`config.mk`:
```
export PLATFORM = sky130hd
export DESIGN_NAME = link_tx_serializer_flat
export DESIGN_NICKNAME = d
export VERILOG_FILES = /design/src/rtl/link_tx_serializer_pkg.sv /design/src/rtl/link_tx_serializer_if.sv /design/src/rtl/link_tx_serializer_credit_counter.sv /design/src/rtl/link_tx_serializer.sv /design/src/flat_wrapper.sv
export SDC_FILE = /design/constraint.sdc
export NUM_CORES = 1
export LEC_CHECK = 0
export CAP_MARGIN = 10
export CORE_MARGIN = 10
export CORE_UTILIZATION = 52
export DETAILED_ROUTE_END_ITERATION = 7
export GPL_ROUTABILITY_DRIVEN = 1
export GPL_TIMING_DRIVEN = 0
export PLACE_DENSITY = 0.85
export SLEW_MARGIN = 10
export SYNTH_ARGS = -nofsm -noshare
export SYNTH_HDL_FRONTEND = slang
export SYNTH_SLANG_ARGS = --single-unit
export TNS_END_PERCENT = 100
```
`constraint.sdc`:
```
create_clock -name clk -period 16.6 [get_ports clk]
set_input_delay 2.49 -clock clk [delete_from_list [all_inputs] [get_ports clk]]
set_output_delay 2.49 -clock clk [all_outputs]
set_load 0.01 [all_outputs]
```
`src/rtl/link_tx_serializer_pkg.sv`:
```
// link_tx_serializer_pkg: shared widths, packet/flit types and header helper for the link transmit stage
package link_tx_serializer_pkg;
  localparam int CHANNEL_WIDTH = 32;
  localparam int FLITS_PER_PACKET = 5;
  localparam int PACKET_WIDTH = CHANNEL_WIDTH * FLITS_PER_PACKET;
  localparam int BUFFER_DEPTH = 4;
  localparam int CREDIT_WIDTH = 3;
  localparam int FLIT_CNT_WIDTH = 3;
  typedef logic [PACKET_WIDTH-1:0] packet_t;
  typedef logic [CHANNEL_WIDTH-1:0] flit_t;
  typedef logic [CREDIT_WIDTH-1:0] credit_t;
  typedef logic [FLIT_CNT_WIDTH-1:0] flit_cnt_t;
  localparam credit_t CREDIT_MAX = credit_t'(BUFFER_DEPTH);
  localparam flit_cnt_t LAST_FLIT = flit_cnt_t'(FLITS_PER_PACKET);
  function automatic flit_t header_of(packet_t p);
    return p[PACKET_WIDTH-1 -: CHANNEL_WIDTH];
  endfunction
endpackage

```
`src/rtl/link_tx_serializer_if.sv`:
```
// link_tx_serializer_if: whole-packet valid/ready handshake into the transmit stage
//   packet_din        160-bit packet, header flit in the top 32 bits
//   packet_valid_din  packet_din valid
//   packet_ready_dout transmit stage accepts a packet this cycle
interface link_tx_serializer_if;
  import link_tx_serializer_pkg::*;
  packet_t packet_din;
  logic packet_valid_din;
  logic packet_ready_dout;
  modport master (output packet_din, output packet_valid_din, input packet_ready_dout);
  modport slave (input packet_din, input packet_valid_din, output packet_ready_dout);
endinterface

```
`src/rtl/link_tx_serializer_credit_counter.sv`:
```
// link_credit_counter: edge-detected credit return with saturating up/down packet-slot counter
//   clk, reset     clock and async active-high reset
//   credit_i       receiver credit line, level; each rising edge frees one slot
//   consume_i      one slot used this cycle
//   credits_o      current credit count
//   available_o    at least one credit held
//   overflow_o     credit returned while already at full depth (one-cycle pulse)
module link_credit_counter
  import link_tx_serializer_pkg::*;
(
  input  logic    clk,
  input  logic    reset,
  input  logic    credit_i,
  input  logic    consume_i,
  output credit_t credits_o,
  output logic    available_o,
  output logic    overflow_o
);
  logic credit_q;
  credit_t count_q, count_d;
  logic inc;
  assign inc = credit_i && !credit_q;
  // a return and a consume on the same edge cancel, so only lone events move the count
  always_comb begin
    overflow_o = inc && !consume_i && count_q == CREDIT_MAX;
    count_d = (inc && !consume_i && !overflow_o) ? count_q + 1'b1 :
              (consume_i && !inc) ? count_q - 1'b1 : count_q;
  end
  always_ff @(posedge clk or posedge reset) begin
    if (reset) begin
      credit_q <= 1'b0;
      count_q <= CREDIT_MAX;
    end else begin
      credit_q <= credit_i;
      count_q <= count_d;
    end
  end
  assign credits_o = count_q;
  assign available_o = count_q != '0;
endmodule

```
`src/rtl/link_tx_serializer.sv`:
```
// link_tx_serializer: credit-gated 160-bit packet to 5x32-bit flit serializer with forced idle gap
//   clk, reset        clock and async active-high reset
//   pkt               packet valid/ready handshake (slave side)
//   channel_out       registered link channel, 0 = idle
//   credit_in         receiver credit return, level; rising edge = one slot freed
//   credit_count_dout current credits
//   busy_dout         packet on the link (SEND or GAP)
//   error_dout        sticky: zero-header packet dropped or credit overflow
module link_tx_serializer
  import link_tx_serializer_pkg::*;
(
  input  logic    clk,
  input  logic    reset,
  link_tx_serializer_if.slave pkt,
  output flit_t   channel_out,
  input  logic    credit_in,
  output credit_t credit_count_dout,
  output logic    busy_dout,
  output logic    error_dout
);
  typedef enum logic [1:0] {IDLE, SEND, GAP} state_t;
  state_t state_q, state_d;
  packet_t shift_q, shift_d;
  flit_cnt_t cnt_q, cnt_d;
  flit_t chan_q, chan_d;
  logic err_q, err_d;
  logic avail, overflow, xfer, hdr_zero, consume;
  link_credit_counter u_credit (
    .clk(clk),
    .reset(reset),
    .credit_i(credit_in),
    .consume_i(consume),
    .credits_o(credit_count_dout),
    .available_o(avail),
    .overflow_o(overflow)
  );
  assign pkt.packet_ready_dout = state_q == IDLE && avail && !reset;
  assign xfer = pkt.packet_valid_din && pkt.packet_ready_dout;
  assign hdr_zero = header_of(pkt.packet_din) == '0;
  // a zero header would look like idle to the receiver, so such packets are swallowed without a credit
  assign consume = xfer && !hdr_zero;
  // channel defaults to idle; only an accept or an in-flight SEND drives a flit
  always_comb begin
    state_d = state_q;
    shift_d = shift_q;
    cnt_d = cnt_q;
    chan_d = '0;
    err_d = err_q || overflow || (xfer && hdr_zero);
    case (state_q)
      IDLE: if (consume) begin
        state_d = SEND;
        chan_d = header_of(pkt.packet_din);
        shift_d = pkt.packet_din << CHANNEL_WIDTH;
        cnt_d = flit_cnt_t'(1);
      end
      SEND: if (cnt_q == LAST_FLIT) begin
        state_d = GAP;
        cnt_d = '0;
      end else begin
        chan_d = header_of(shift_q);
        shift_d = shift_q << CHANNEL_WIDTH;
        cnt_d = cnt_q + 1'b1;
      end
      default: state_d = IDLE;
    endcase
  end
  always_ff @(posedge clk or posedge reset) begin
    if (reset) begin
      state_q <= IDLE;
      shift_q <= '0;
      cnt_q <= '0;
      chan_q <= '0;
      err_q <= 1'b0;
    end else begin
      state_q <= state_d;
      shift_q <= shift_d;
      cnt_q <= cnt_d;
      chan_q <= chan_d;
      err_q <= err_d;
    end
  end
  assign channel_out = chan_q;
  assign busy_dout = state_q != IDLE;
  assign error_dout = err_q;
endmodule

```
`src/flat_wrapper.sv`:
```
// flat-port wrapper written by rule: the top's interface ports become plain ports
module link_tx_serializer_flat import link_tx_serializer_pkg::*;
  (clk, reset, channel_out, credit_in, credit_count_dout, busy_dout, error_dout, pkt_packet_din, pkt_packet_valid_din, pkt_packet_ready_dout);
  link_tx_serializer_if pkt_i ();
  input  logic clk;
  input  logic reset;
  output flit_t channel_out;
  input  logic credit_in;
  output credit_t credit_count_dout;
  output logic busy_dout;
  output logic error_dout;
  input wire logic [$bits(pkt_i.packet_din)-1:0] pkt_packet_din;
  input wire logic [$bits(pkt_i.packet_valid_din)-1:0] pkt_packet_valid_din;
  output wire logic [$bits(pkt_i.packet_ready_dout)-1:0] pkt_packet_ready_dout;
  assign pkt_i.packet_din = pkt_packet_din;
  assign pkt_i.packet_valid_din = pkt_packet_valid_din;
  assign pkt_packet_ready_dout = pkt_i.packet_ready_dout;
  link_tx_serializer u_core (.clk(clk), .reset(reset), .pkt(pkt_i), .channel_out(channel_out), .credit_in(credit_in), .credit_count_dout(credit_count_dout), .busy_dout(busy_dout), .error_dout(error_dout));
endmodule
```
==> impl_metrics.toml, run 1 <==
[cells_and_area]
multi_input_area_mm2 = 0.00284
syn_to_final_growth_pct = 39.5
final_common_cell = "clkdlybuf4s50_1"
register_area_mm2 = 0.00426
final_cell_mix = "clkdlybuf4s50_1 (201), dfrtp_1 (169), mux2i_1 (99), nand3_1 (98), o21ai_0 (91)"
nNetsFinal = 1020
drive_gt1_share_pct = 6.68
num-fill-cells = 929

[outcome]
status = "finished clean"

[clock_network]
clkLatencyLatePin_ns = 0.43
clock-sinks = 170
ctsHoldBuffers = 0
clk_pin_slew_worst_paths_ns = 0.06
cts_max_level = 4
cts_inserted_buffers = 17
cts_tree = "built"
cts_buffer_depth = 2
cts-root-buf = "clkbuf_16"
ctsResizeCount = 0
postCtsSetupRepairBufs = 0

[critical_path]
crit_chain = "clkdlybuf4s50_1, nor3_1, clkdlybuf4s50_1"
startpoint_type = "input port"
end_kind = "output pin"
cp-startpoint = "reset"
crit_arrival_ns = 3.88
crit_buf_inv = 2
crit_top_cell = "clkdlybuf4s50_1"
r2r_end = "u_core.u_credit.credits_o[2]$_DFFE_PP1P_"
r2r_slack_ns = 13.59
crit_required_ns = 14.11
cp_max_fo = 3
crit_path_max_incr_delay_ns = 0.57
rr_startpoint = "u_core.u_credit.credits_o[1]$_DFFE_PP0P_"
crit_end = "pkt_packet_ready_dout"
worstRegToRegCells = 11
critPathKind = "input port to output pin"
cp_top_family = "buffers and inverters"
critPathSlowestCell = "clkdlybuf4s50_1"
crit_cells = 3

[grt]
grt_pass1_wl_um = 34300
grt_pass1_vias = 6462
antenna_found_initial = 1
gr-total-overflow = 0
grtUsageTotal_pct = 22.0
grt_max_degree = 87

[die]
ios = 202
die_area_mm2 = 0.0193
coreArea_mm2 = 0.0139
num_rows = 43
die_w_um = 139
fp.dieH_um = 139
start_util_pct = 53.1

[power]
ir_drop_mv = 0.0811
p_clk_share_pct = 22.0
switching_power_mw = 0.690
p_int_mw = 1.23
power_density_mw_per_mm2 = 187
combPwrFrac_pct = 41.7
leakage_nw = 4.59
seqPwrFrac_pct = 36.3
netSwitchingFraction_pct = 36.0

[timing]
finClkSkew_ns = 0.0126
min_period_ns = 6.37
fmax_mhz = 157
whs_ns = 0.481
tightestPinTransition_ns = 0.815
drv_slew = 0
hold_violations = 0
setup_tns_ns = 0
final.setup.worst_slack_ns = 10.23
maxSlewHeadroom_pct = 45.7
period_share_pct = 38.4
setup_viol = 0
rsz0062_at_grt = "no"

[place]
gp_congestion = 0.871
place_ws_ns = 10.21
dp_hpwl_um = 17000
io_buffers = 201

[synth]
syn_nets = 799
yosysSeqAreaShare_pct = 57.8
ys_ff_latch = 170
avgSynthCellArea_um2 = 11.6
yosysWarnings = 0
synth_cell_types = 35
synthCells = 634
syn_area_mm2 = 0.00737

[flow_run]
drv_cap = 0

[routing]
ant_nets = 0
drt-total-wl_um = 21700
drt_iter0_drc = 420
vias = 6031
firstDrtPassIters = 5
avgRoutedWirePerCell_um = 20.7
drcViolationCount = 0
routed_via_density = 5.75

[min_path]
worst_hold_path_type = "flop to flop"
[through the flow]
stage / util, % / instance area, um2 / cells / power [mW]
final: 74.1 / 10300 / 1049 / 1.92
after global placement: 69.2 / 9610 / 1015 / 1.45
after global routing: 74.1 / 10300 / 1049 / 2.03
after CTS: 74.0 / 10300 / 1048 / 1.92
after detailed placement: 69.5 / 9640 / 1016 / 1.49
after floorplan: - / 7370 / 634 / 1.19
[how the worst min path moves through the flow]
| stage | start | to | slack, ns | depth (start not counted) |
|---|---|---|---|---|
| 6_report | u_core.error_dout$_DFF_PP0_ | u_core.error_dout$_DFF_PP0_ | 0.48 | 1 |
| 5_1_grt | u_core.shift_q[61]$_DFFE_PP0P_ | u_core.shift_q[61]$_DFFE_PP0P_ | 0.51 | 1 |
| 4_1_cts | u_core.error_dout$_DFF_PP0_ | u_core.error_dout$_DFF_PP0_ | 0.48 | 1 |
| 3_5_place_dp | u_core.error_dout$_DFF_PP0_ | u_core.error_dout$_DFF_PP0_ | 0.46 | 1 |
| 3_3_place_gp | u_core.error_dout$_DFF_PP0_ | u_core.error_dout$_DFF_PP0_ | 0.46 | 1 |
| 2_1_floorplan | u_core.shift_q[142]$_DFFE_PP0P_ | u_core.channel_out[14]$_DFF_PP0_ | 0.47 | 1 |
[kinds of logic (layout without fill, tap and decap cells)]
kind of cell | Yosys count | after routing | share of synthesized area [%]
AO/OA/AOI/OAI | 172 | 172 | 15.1
flip-flops | 170 | 170 | 57.8
AND/OR/NAND/NOR | 129 | 129 | 9.25
multiplexers | 100 | 100 | 13.6
buffers and inverters | 60 | 294 | 3.75
XOR/XNOR | 2 | 2 | 0.238
adder cells (fa/ha/maj) | 1 | 1 | 0.272
other | 0 | 1 | 0
[power by group through the flow]
stage	logic [mW]	registers [mW]	clock network, mW
floorplan	0.497	0.693	0
global placement	0.763	0.690	0
detailed placement	0.792	0.702	0
CTS	0.801	0.695	0.422
global route	0.874	0.716	0.439
finish	0.800	0.697	0.421
[sequential cells by signal, summed over array words and instances (netlist names)]
register / cells
u_core.u_credit.credits_o: 3
u_core.shift_q: 128
u_core.channel_out: 32
u_core.cnt_q: 3
u_core.error_dout: 1
u_core.u_credit.credit_q: 1
u_core.state_q: 2
[metal layers]
layer | vias to the layer above | share of wire [%] | global-route usage (%)
li1 | 2797 | - | -
met1 | 2941 | 41 | 25.9
met2 | 259 | 50 | 37.7
met3 | 34 | 6.6 | 5.65
met4 | 0 | 2.4 | 8.51
met5 | - | 0 | 0
[Yosys cell counts, drive strengths merged]
cell type,instances,area [um2]
a21oi,5,25.0
a22o,64,561
a31oi,1,6.26
and3,1,6.26
buf,24,135
clkbuf,34,134
dfrtp,169,4230
dfstp,1,26.3
fa,1,20.0
inv,2,7.51
mux2,1,11.3
mux2i,99,991
nand2,7,26.3
nand2b,2,12.5
nand3,98,490
nand4,2,12.5
nand4b,1,8.76
nor2,3,13.8
nor2b,3,18.8
nor3,2,10.0
nor4,8,50.1
nor4b,1,23.8
o2111ai,1,8.76
o21a,1,7.51
o21ai,98,490
o21bai,1,7.51
o2bb2ai,1,8.76
or2,1,8.76
xnor2,2,17.5
[cell type report]
| cell class | count | share of cell area (%) |
|---|---|---|
| Buffer | 58 | 2.62 |
| Tap cell | 180 | 2.19 |
| Multi-Input combinational cell | 404 | 27.6 |
| Timing Repair Buffer | 202 | 19.8 |
| Antenna cell | 1 | 0.0243 |
| Clock inverter | 11 | 1.63 |
| Clock buffer | 21 | 4.58 |
| Inverter | 2 | 0.146 |
| Sequential cell | 170 | 41.4 |
No activity file was read; power rests on OpenSTA's default activity.
==> run 2, diff against run 1 <==
--- a/config.mk
+++ b/config.mk
@@ -7,11 +7,11 @@
 export LEC_CHECK = 0
 export CAP_MARGIN = 10
 export CORE_MARGIN = 10
-export CORE_UTILIZATION = 52
+export CORE_UTILIZATION = 48
 export DETAILED_ROUTE_END_ITERATION = 7
 export GPL_ROUTABILITY_DRIVEN = 1
 export GPL_TIMING_DRIVEN = 0
-export PLACE_DENSITY = 0.85
+export PLACE_DENSITY = 0.8
 export SLEW_MARGIN = 10
 export SYNTH_ARGS = -nofsm -noshare
 export SYNTH_HDL_FRONTEND = slang
==> constraint.sdc (replaced) <==
create_clock -name clk -period 6.1 [get_ports clk]
set_input_delay 0.915 -clock clk [delete_from_list [all_inputs] [get_ports clk]]
set_output_delay 0.915 -clock clk [all_outputs]
set_load 0.01 [all_outputs]
==> run 2 against run 1 <==
Via count decreased by 0.46%. Sequential share of layout area is 0.16 points higher. Combinational power grew to 2.7 times the previous value. Design area decreased by 0.38%. Clock skew shrank 0.0071 ns. Global-route usage shrank 0.53 points. Register-to-register slack worse by 11 ns. Hold slack hardly changed. Critical endpoint is now u_core.u_credit.credits_o[2]$_DFFE_PP1P_. Highest routed layer unchanged.
==> impl_metrics.toml, run 2 (synthesized netlist as in run 1, its figures left out) <==
[cells_and_area]
drive_gt1_share_pct = 6.80
syn_to_final_growth_pct = 39.0
final_common_cell = "clkdlybuf4s50_1"
nNetsFinal = 1020
largest_reg_flops = 128
stdcell_area_mm2 = 0.0102
final_cell_mix = "clkdlybuf4s50_1 (201), dfrtp_1 (169), mux2i_1 (99), nand3_1 (98), o21ai_0 (91)"
top_register = "u_core.shift_q"

[place]
gp_congestion = 0.785
dp_hpwl_um = 17300
placed_cell_area_mm2 = 0.00965
place_ws_ns = 1.88
io_buffers = 201

[timing]
drv_slew = 0
final.setup.worst_slack_ns = 2.15
tightestPinTransition_ns = 0.797
fmax_mhz = 253
period_share_pct = 64.8
maxSlewHeadroom_pct = 46.9
finClkSkew_ns = 0.00544
hold_violations = 0
rsz0062_at_grt = "no"
setup_viol = 0
min_period_ns = 3.95

[power]
switching_power_mw = 1.91
p_int_mw = 3.24
leakage_nw = 4.56
power_density_mw_per_mm2 = 503
combPwrFrac_pct = 42.5
seqPwrFrac_pct = 36.7
ir_drop_mv = 0.272
p_clk_share_pct = 20.8
netSwitchingFraction_pct = 37.1

[die]
num_rows = 45
start_util_pct = 48.6
die_w_um = 144
die_area_mm2 = 0.0207
fp.dieH_um = 144
coreArea_mm2 = 0.0151
ios = 202

[flow_run]
drv_cap = 0

[routing]
routed_via_density = 5.68
ant_nets = 0
vias = 6003
avgRoutedWirePerCell_um = 21.0
drcViolationCount = 0
firstDrtPassIters = 5
drt-total-wl_um = 22200
drt_iter0_drc = 398

[clock_network]
postCtsSetupRepairBufs = 0
ctsHoldBuffers = 0
cts_max_level = 4
cts-root-buf = "clkbuf_16"
cts_tree = "built"
ctsResizeCount = 0
clock-sinks = 170
cts_buffer_depth = 2
clkLatencyLatePin_ns = 0.43
clk_pin_slew_worst_paths_ns = 0.06
cts_inserted_buffers = 17

[grt]
gr-total-overflow = 0
grt_pass1_wl_um = 34600
grt_pass1_vias = 6400
antenna_found_initial = 1
grt_max_degree = 89
grtUsageTotal_pct = 21.5

[critical_path]
startpoint_type = "input port"
critPathKind = "input port to flop"
cp_max_fo = 10
end_kind = "flop"
worstRegToRegCells = 11
rr_startpoint = "u_core.u_credit.credits_o[0]$_DFFE_PP0P_"
r2r_slack_ns = 3.07
crit_required_ns = 6.45
crit_arrival_ns = 4.30
r2r_end = "u_core.u_credit.credits_o[2]$_DFFE_PP1P_"

[outcome]
status = "finished clean"

[min_path]
whs_path_depth = 1
worst_hold_path_type = "flop to flop"
hold_start = "u_core.error_dout$_DFF_PP0_"
holdPathEnd = "u_core.error_dout$_DFF_PP0_"
[run 2: critical path: stages]
cell and delay, ns:
clkdlybuf4s50_1 0.44, nor4_1 0.49, nand4_1 0.26, o21ai_0 0.37
buf_2 0.33, buf_1 0.45, nand2_1 0.14, fa_1 0.45
nor2_1 0.17, o2111ai_1 0.12, o21ai_0 0.09, a21oi_1 0.06
[run 2: worst max path at each step]
stage / start / end / cells after the start / slack (ns)
2_1_floorplan: reset / u_core.channel_out[0]$_DFF_PP0_ / 1 / 0.58
3_3_place_gp: reset / u_core.shift_q[39]$_DFFE_PP0P_ / 2 / -1.24
3_5_place_dp: pkt_packet_din[137] / u_core.u_credit.credits_o[2]$_DFFE_PP1P_ / 12 / 1.88
4_1_cts: pkt_packet_din[144] / u_core.u_credit.credits_o[2]$_DFFE_PP1P_ / 12 / 2.26
5_1_grt: pkt_packet_din[144] / u_core.u_credit.credits_o[2]$_DFFE_PP1P_ / 12 / 1.96
6_report: pkt_packet_din[144] / u_core.u_credit.credits_o[2]$_DFFE_PP1P_ / 12 / 2.15
[run 2: power groups by stage]
stage	clock, mW	combinational (mW)	sequential (mW)
after floorplan	0	1.35	1.88
after global placement	0	2.09	1.88
after detailed placement	0	2.17	1.91
after CTS	1.08	2.19	1.89
after global routing	1.13	2.40	1.94
final	1.07	2.19	1.89
[run 2: layout make-up]
cell class / count / area [um2]
diodes: 1 / 2.50
flip-flops and latches: 170 / 4260
fillers: 1167 / 4900
plain buffers: 58 / 269
clock buffers: 18 / 439
inverters: 2 / 15.0
repair buffers: 202 / 2040
multi-input cells: 404 / 2840
well taps: 188 / 235
clock inverters: 14 / 150
[run 2: layer usage]
| layer | vias up | GRT usage, % | wire length [um] |
|---|---|---|---|
| met4 | 0 | 6.34 | 414 |
| li1 | 2792 | - | - |
| met5 | - | 0 | 0 |
| met3 | 27 | 6.47 | 1880 |
| met1 | 2936 | 25.9 | 9000 |
| met2 | 248 | 36.2 | 10900 |
[run 2: through the flow]
step	hold WS [ns]	total power [mW]	instances	utilization [%]	setup TNS [ns]
floorplan	0.465	3.24	634	-	0
global placement	0.462	3.97	1023	63.5	-207.76
detailed placement	0.464	4.08	1024	63.7	0
CTS	0.481	5.15	1056	67.6	0
global route	0.516	5.47	1057	67.6	0
finish	0.482	5.15	1057	67.6	0
==> run 3, diff against run 2 <==
==> constraint.sdc (replaced) <==
create_clock -name clk -period 3.8 [get_ports clk]
set_input_delay 0.57 -clock clk [delete_from_list [all_inputs] [get_ports clk]]
set_output_delay 0.57 -clock clk [all_outputs]
set_load 0.01 [all_outputs]
==> run 3 against run 2 <==
Utilization is 0.50 points higher. Critical path depth stayed put. Total power is 61% higher. Design area is 0.73% higher. Register-to-register slack worse by 2.3 ns. Highest routed layer unchanged. Largest cell class unchanged. Largest power group unchanged. Clock power is 65% higher. Sequential power is 61% higher. Critical path type unchanged. Worst setup slack worse by 1.8 ns. Via count is 0.50% lower.
==> impl_metrics.toml, run 3 (synthesized netlist as in run 1, its figures left out) <==
[grt]
grt_pass1_wl_um = 34500
grtUsageTotal_pct = 21.3
grt_max_degree = 41
gr-total-overflow = 0
grt_pass1_vias = 6449
antenna_found_initial = 2

[critical_path]
cp_max_fo = 10
crit_required_ns = 4.14
end_kind = "flop"
r2r_slack_ns = 0.78
crit_arrival_ns = 3.77
critPathKind = "input port to flop"
startpoint_type = "input port"

[cells_and_area]
syn_to_final_growth_pct = 40.0
largest_reg_flops = 128
utilization_pct = 68.1
nNetsFinal = 1023
num-fill-cells = 1107
register_area_mm2 = 0.00426
drive_gt1_share_pct = 7.12
final_cell_mix = "clkdlybuf4s50_1 (201), dfrtp_1 (169), mux2i_1 (99), nand3_1 (98), o21ai_0 (91)"
top_register = "u_core.shift_q"
multi_input_area_mm2 = 0.00284
final_common_cell = "clkdlybuf4s50_1"

[clock_network]
ctsHoldBuffers = 0
clk_pin_slew_worst_paths_ns = 0.06
clock-sinks = 170
cts_tree = "built"
cts_buffer_depth = 2
ctsResizeCount = 0
cts_inserted_buffers = 17
cts-root-buf = "clkbuf_16"
cts_max_level = 4
clkLatencyLatePin_ns = 0.42
postCtsSetupRepairBufs = 0

[routing]
drcViolationCount = 0
avgRoutedWirePerCell_um = 20.8
vias = 5973
drt-total-wl_um = 22100
firstDrtPassIters = 5
ant_nets = 0
routed_via_density = 5.63
drt_iter0_drc = 364

[place]
io_buffers = 201
dp_hpwl_um = 17400
gp_congestion = 0.798
place_ws_ns = -0.0945

[power]
leakage_nw = 4.60
power_mw = 8.31
power_density_mw_per_mm2 = 805
ir_drop_mv = 0.407

[min_path]
worst_hold_path_type = "flop to flop"

[timing]
setup_viol = 0
tightestPinTransition_ns = 0.785
whs_ns = 0.482
maxSlewHeadroom_pct = 47.6
drv_slew = 0
period_share_pct = 90.3
hold_violations = 0
setup_tns_ns = 0
final.setup.worst_slack_ns = 0.367
fmax_mhz = 291
rsz0062_at_grt = "no"
min_period_ns = 3.43
finClkSkew_ns = 0.0102

[die]
ios = 202
start_util_pct = 48.6
die_w_um = 144
coreArea_mm2 = 0.0151
die_area_mm2 = 0.0207
fp.dieH_um = 144
num_rows = 45

[outcome]
status = "finished clean"

[flow_run]
drv_cap = 0
## run 3: routing by layer
metal	GRT usage [%]	wire, um	share of wire, %	vias up
li1	-	-	-	2798
met1	25.6	9030	41	2924
met2	36.1	11000	50	219
met3	5.28	1610	7.3	32
met4	8.44	456	2.1	0
met5	0	0	0	-
## run 3: critical path: stages
cell and delay [ns]:
clkdlybuf4s50_1 0.43, nor4_1 0.36, nand4_1 0.26, o21ai_0 0.32, buf_2 0.31, buf_1 0.44, nand2_1 0.15, fa_1 0.45
nor2_1 0.18, o2111ai_1 0.13, o21ai_0 0.10, a21oi_1 0.07
## run 3: path summary, 6_finish.rpt
check,start,end,cells after the start
min in group asynchronous,reset,u_core.u_credit.credit_q$_DFF_PP0_,2
max reg2reg,u_core.u_credit.credits_o[1]$_DFFE_PP0P_,u_core.u_credit.credits_o[2]$_DFFE_PP1P_,11
max,pkt_packet_din[137],u_core.u_credit.credits_o[2]$_DFFE_PP1P_,12
max in group asynchronous,reset,u_core.shift_q[72]$_DFFE_PP0P_,4
min reg2reg,u_core.error_dout$_DFF_PP0_,u_core.error_dout$_DFF_PP0_,1
min,u_core.error_dout$_DFF_PP0_,u_core.error_dout$_DFF_PP0_,1
## run 3: where the power goes
group,switching (mW),leakage [nW],total [mW],internal (mW)
combinational,1.89,2.13,3.50,1.61
clock,0.690,0.298,1.77,1.08
sequential,0.429,2.18,3.04,2.61
total,3.01,4.60,8.31,5.30
## run 3: area by class of cell
class | instances | share of cell area (%)
antenna | 2 | 0.0485
buffer | 58 | 2.61
clock buffer | 20 | 4.52
clock inverter | 12 | 1.42
inverter | 2 | 0.109
multi-input combinational | 404 | 27.5
sequential | 170 | 41.2
tap | 188 | 2.28
timing repair buffer | 205 | 20.3
## run 3: per-stage QoR
step	cell area, um2	std cells
2_1_floorplan	7370	634
3_3_place_gp	9620	1023
3_5_place_dp	9700	1027
4_1_cts	10300	1059
5_1_grt	10300	1061
6_report	10300	1061
